## src/rtl/cdc_pulse_pkg.sv

```systemverilog
// Shared constants for the toggle-handshake pulse CDC (receiver and sender sides).
package cdc_pulse_pkg;

  localparam int SYNC_STAGES_MIN = 2;
  localparam int SYNC_STAGES_MAX = 4;
  localparam int PEND_W_DEFAULT  = 4;

  function automatic bit sync_stages_legal(input int stages);
    return (stages >= SYNC_STAGES_MIN) && (stages <= SYNC_STAGES_MAX);
  endfunction

endpackage

```

## src/rtl/cdc_sync_bit.sv

```systemverilog
// Single-bit multi-flop synchronizer with synchronous reset; pure flop chain, no logic between stages.
module cdc_sync_bit #(
  parameter int STAGES = 2
) (
  input  logic clk,
  input  logic rst,
  input  logic d,
  output logic q
);

  logic [STAGES-1:0] sync_q;

  always_ff @(posedge clk) begin
    if (rst) begin
      sync_q <= '0;
    end else begin
      sync_q <= {sync_q[STAGES-2:0], d};
    end
  end

  assign q = sync_q[STAGES-1];

endmodule

```

## src/rtl/cdc_pulse_rx.sv

```systemverilog
// Receiver side of the toggle-handshake pulse CDC: sync, edge detect, ack return, queued pulse delivery.
// Build option: define CDC_PULSE_RX_ACK_ON_DELIVER_EN to acknowledge on delivery instead of on detection.
module cdc_pulse_rx
  import cdc_pulse_pkg::*;
#(
  parameter int SYNC_STAGES = 2,
  parameter int PEND_W      = PEND_W_DEFAULT
) (
  input  logic              receiver_clk_i,
  input  logic              receiver_reset_i,
  input  logic              req_toggle_i,
  output logic              ack_toggle_o,
  input  logic              receiver_ready_i,
  output logic              receiver_pulse_o,
  output logic [PEND_W-1:0] pending_o,
  output logic              overflow_o
);

  if (!sync_stages_legal(SYNC_STAGES)) begin : g_bad_sync_stages
    $error("cdc_pulse_rx: SYNC_STAGES must lie in 2..4");
  end

  // Saturating queue update; the MSB of the result flags a dropped event.
  function automatic logic [PEND_W:0] pend_update(
    input logic [PEND_W-1:0] cur,
    input logic              evt,
    input logic              emt
  );
    logic [PEND_W-1:0] full;
    full = '1;
    if (evt && !emt) begin
      if (cur == full) return {1'b1, cur};
      return {1'b0, cur + 1'b1};
    end else if (!evt && emt) begin
      return {1'b0, cur - 1'b1};
    end
    return {1'b0, cur};
  endfunction

  logic              req_sync;
  logic              req_prev;
  logic              req_edge;
  logic              emit;
  logic              drop;
  logic [PEND_W-1:0] pend_nxt;

  // Stage p0: synchronize the asynchronous request toggle
  cdc_sync_bit #(
    .STAGES (SYNC_STAGES)
  ) u_req_sync (
    .clk (receiver_clk_i),
    .rst (receiver_reset_i),
    .d   (req_toggle_i),
    .q   (req_sync)
  );

  // Stage p1: edge detect, delivery decision and queue bookkeeping
  assign req_edge = req_sync ^ req_prev;
  assign emit     = receiver_ready_i & ((pending_o != '0) | req_edge);

  always_comb begin
    {drop, pend_nxt} = pend_update(pending_o, req_edge, emit);
  end

  always_ff @(posedge receiver_clk_i) begin
    if (receiver_reset_i) begin
      req_prev         <= 1'b0;
      ack_toggle_o     <= 1'b0;
      receiver_pulse_o <= 1'b0;
      pending_o        <= '0;
      overflow_o       <= 1'b0;
    end else begin
      req_prev         <= req_sync;
      receiver_pulse_o <= emit;
      pending_o        <= pend_nxt;
      if (drop) overflow_o <= 1'b1;
`ifdef CDC_PULSE_RX_ACK_ON_DELIVER_EN
      if (emit) ack_toggle_o <= ~ack_toggle_o;
`else
      // Ack tracks every detected event, even a dropped one, so the sender never stalls.
      if (req_edge) ack_toggle_o <= req_sync;
`endif
    end
  end

endmodule

```

## config.mk

```make
export PLATFORM = sky130hd
export DESIGN_NAME = cdc_pulse_rx
export DESIGN_NICKNAME = d
export VERILOG_FILES = /design/src/rtl/cdc_pulse_pkg.sv /design/src/rtl/cdc_sync_bit.sv /design/src/rtl/cdc_pulse_rx.sv
export SDC_FILE = /design/constraint.sdc
export NUM_CORES = 1
export LEC_CHECK = 0
export CAP_MARGIN = 20
export CORE_AREA = 5 5 42 44
export CTS_CLUSTER_DIAMETER = 30
export DETAILED_ROUTE_END_ITERATION = 10
export DIE_AREA = 0 0 47 49
export GPL_ROUTABILITY_DRIVEN = 0
export PLACE_DENSITY = 0.62
export SLEW_MARGIN = 30
export SYNTH_ARGS = -nofsm -noshare
export SYNTH_HDL_FRONTEND = slang
export SYNTH_SLANG_ARGS = --single-unit
```

## constraint.sdc

```tcl
create_clock -name receiver_clk_i -period 3 [get_ports receiver_clk_i]
set_clock_uncertainty 0.1 [all_clocks]
set_input_delay 0.6 -clock receiver_clk_i [delete_from_list [all_inputs] [get_ports receiver_clk_i]]
set_output_delay 0.6 -clock receiver_clk_i [all_outputs]
set_load 0.01 [all_outputs]
```

==> impl_metrics.env <==
export IMPL_status="complete, no violations"
export IMPL_period_share=0.657
export IMPL_hp_start="u_req_sync.sync_q[0]$_SDFF_PP0_"
export IMPL_combPwrFrac=0.319
export IMPL_power_per_cell_area_nw_per_um2=663
export IMPL_seqPwrFrac=0.396
export IMPL_tns_ns=0
export IMPL_wl_met1_um=478
export IMPL_netlist_instances=54
export IMPL_vias_per_cell=5.04
export IMPL_antenna_found_initial=0
export IMPL_max_stage_delay_ns=0.57
export IMPL_grt_pass1_wl_um=1690
export IMPL_fillers=140
export IMPL_vdd_drop_max_v=0.000298
export IMPL_grt_use_total=0.105
export IMPL_clockBufferDepth=2
export IMPL_p_sw_frac=0.298
export IMPL_drv_cap=0
export IMPL_final_cell_mix="10 x dfxtp_1, 10 x clkdlybuf4s50_1, 5 x inv_1, 5 x a21oi_1"
export IMPL_slew_viol_final=0
export IMPL_drtIter0Drc=5
export IMPL_place_inst=79
export IMPL_pwr_share_clk=0.285
export IMPL_avgSynthCellArea_um2=9.11
export IMPL_power_mw=0.427
export IMPL_clock_latency_ns=0.27
export IMPL_first_pass_iters=4
export IMPL_p_sw_mw=0.127
export IMPL_path_delay_family="buffers and inverters"
export IMPL_crit_chain="clkdlybuf4s50_1"
export IMPL_timing_slew_headroom=0.740
export IMPL_reg2reg_from="pending_o[0]$_SDFFE_PP0P_"
export IMPL_critical_path_arrival_ns=1.27
export IMPL_r2r_setup_slack_ns=1.29
export IMPL_cp_data_required_time_ns=2.30
export IMPL_grt_pass1_vias=386
export IMPL_hp_class="reg2reg"
export IMPL_path_class="reg2out"
export IMPL_yosys_warnings=0
export IMPL_rows=14
export IMPL_holdPathStages=1
export IMPL_yosysSeqAreaShare=0.407
export IMPL_cts_clk_slew_worst_paths_ns=0.06
export IMPL_numCtsBuffers=3
export IMPL_dr_max_layer_used="met4"
export IMPL_power_internal_mw=0.300
export IMPL_clock_sinks=10
export IMPL_yosys_register_bits=10
export IMPL_rsz0062_at_grt="no"
export IMPL_wl_per_cell_um=11.7
export IMPL_finalCriticalPeriod_ns=1.97
export IMPL_routed_wl_met3_um=63
export IMPL_holdPathEnd="u_req_sync.sync_q[1]$_SDFF_PP0_"
export IMPL_drt_wl_total_um=975
export IMPL_final_util=0.460
export IMPL_fmax_mhz=508
export IMPL_tightest_slew_ns=0.388
export IMPL_final_cell_count_no_fill=83
export IMPL_synthDistinctLibCells=28
export IMPL_postRouteAntennaNets=0
export IMPL_port_buffers=10
export IMPL_path_buf_inv=1
export IMPL_die_area_um2=2300
export IMPL_fp_coreArea_um2=1400
export IMPL_ioPinCount=11
export IMPL_h_tree_depth=1
export IMPL_leakage_nw=0.267
export IMPL_start_kind="register"
export IMPL_hold_violations=0
export IMPL_tritoncts="yes"
export IMPL_vias=418
export IMPL_cpMaxStageDelayCell="clkdlybuf4s50_1"
export IMPL_setup_viol=0
export IMPL_chipHeight_um=49
export IMPL_start_util=0.351
export IMPL_grt_overflow=0
export IMPL_critPathMaxFanout=8
export IMPL_reg2reg_to="pending_o[0]$_SDFFE_PP0P_"
export IMPL_syn_num_nets=60
export IMPL_reg2regPathDepth=6
export IMPL_diodes=0
export IMPL_grt_max_degree=11
export IMPL_syn2layout_area_growth_pct=31.0
export IMPL_cts_hold_fix_buffers=0
export IMPL_syn_cell_area_um2=492
export IMPL_wl_met2_um=405
export IMPL_dp_hpwl_um=718
export IMPL_cts_resized=0
export IMPL_dieWidth_um=47
export IMPL_root_buffer="clkbuf_4"
export IMPL_drive_gt1_frac=0.119
export IMPL_drc_errors=0
export IMPL_nNetsFinal=74
export IMPL_post_cts_buffers=0
export IMPL_cp_end_kind="output pin"
-- registers in the layout, summed over array words and instances (netlist names) --
register,count
receiver_pulse_o,1
u_req_sync.sync_q,2
pending_o,4
req_prev,1
overflow_o,1
ack_toggle_o,1
-- stage by stage --
step           worst slack [ns]  instance area (µm²)  hold slack (ns)
4_1_cts                    1.00                  644            0.340
3_3_place_gp              0.843                  608            0.320
5_1_grt                   0.952                  644            0.358
6_report                   1.03                  644            0.336
2_1_floorplan              1.35                  492            0.314
3_5_place_dp              0.812                  608            0.323
-- power by group through the flow --
| stage | Combinational, mW | Sequential, mW | Clock, mW |
|---|---|---|---|
| finish | 0.137 | 0.169 | 0.122 |
| global route | 0.153 | 0.172 | 0.137 |
| global placement | 0.139 | 0.173 | 0 |
| floorplan | 0.0845 | 0.175 | 0 |
| detailed placement | 0.138 | 0.172 | 0 |
| CTS | 0.138 | 0.169 | 0.129 |
-- how the worst max path moves through the flow --
| stage | start | end | slack (ns) | cells past startpoint |
|---|---|---|---|---|
| finish | pending_o[2]$_SDFFE_PP0P_ | pending_o[2] | 1.03 | 1 |
| global route | pending_o[2]$_SDFFE_PP0P_ | pending_o[2] | 0.95 | 1 |
| CTS | pending_o[2]$_SDFFE_PP0P_ | pending_o[2] | 1.00 | 1 |
| detailed placement | receiver_ready_i | pending_o[3]$_SDFFE_PP0P_ | 0.81 | 5 |
| global placement | receiver_ready_i | pending_o[3]$_SDFFE_PP0P_ | 0.84 | 5 |
| floorplan | pending_o[0]$_SDFFE_PP0P_ | pending_o[0]$_SDFFE_PP0P_ | 1.35 | 6 |
-- metal layers --
layer  vias to the layer above  GRT usage
met3                         4     0.0554
met4                         0     0.0691
li1                        222          -
met1                       181      0.137
met5                         -          0
met2                        11      0.129
-- logic make-up after synthesis --
family | Yosys count | synth area share
XOR/XNOR | 2 | 0.0356
buffers and inverters | 6 | 0.0458
flip-flops | 10 | 0.407
adder cells (fa/ha/maj) | 2 | 0.0509
AO/OA/AOI/OAI | 14 | 0.198
AND/OR/NAND/NOR | 20 | 0.262
-- cell usage after synthesis (all sizes together) --
master,n,area [µm²]
nand2b,1,6.26
o21ai,2,10.0
o2111ai,1,8.76
clkbuf,1,3.75
a211oi,1,7.51
o311ai,1,8.76
dfxtp,10,200
and3,3,23.8
a221oi,1,8.76
o221a,1,11.3
a21oi,5,25.0
nand3,2,10.0
xnor2,1,8.76
or3b,1,8.76
nand2,2,7.51
or3,1,11.3
xor2,1,8.76
nor4,1,6.26
a21o,1,7.51
nor3,3,20.0
inv,5,18.8
ha,2,25.0
nand4b,1,8.76
nor2b,3,18.8
o211a,1,10.0
nor2,2,7.51
-- final cells by class --
cell class / count / area (µm²) / area share
Clock buffer: 4 / 36.3 / 0.0563
Inverter: 5 / 18.8 / 0.0291
Multi-Input combinational cell: 38 / 269 / 0.417
Sequential cell: 10 / 200 / 0.311
Tap cell: 16 / 20.0 / 0.0311
Timing Repair Buffer: 10 / 100 / 0.155
Note: power is estimated with default switching activity, not from simulation.
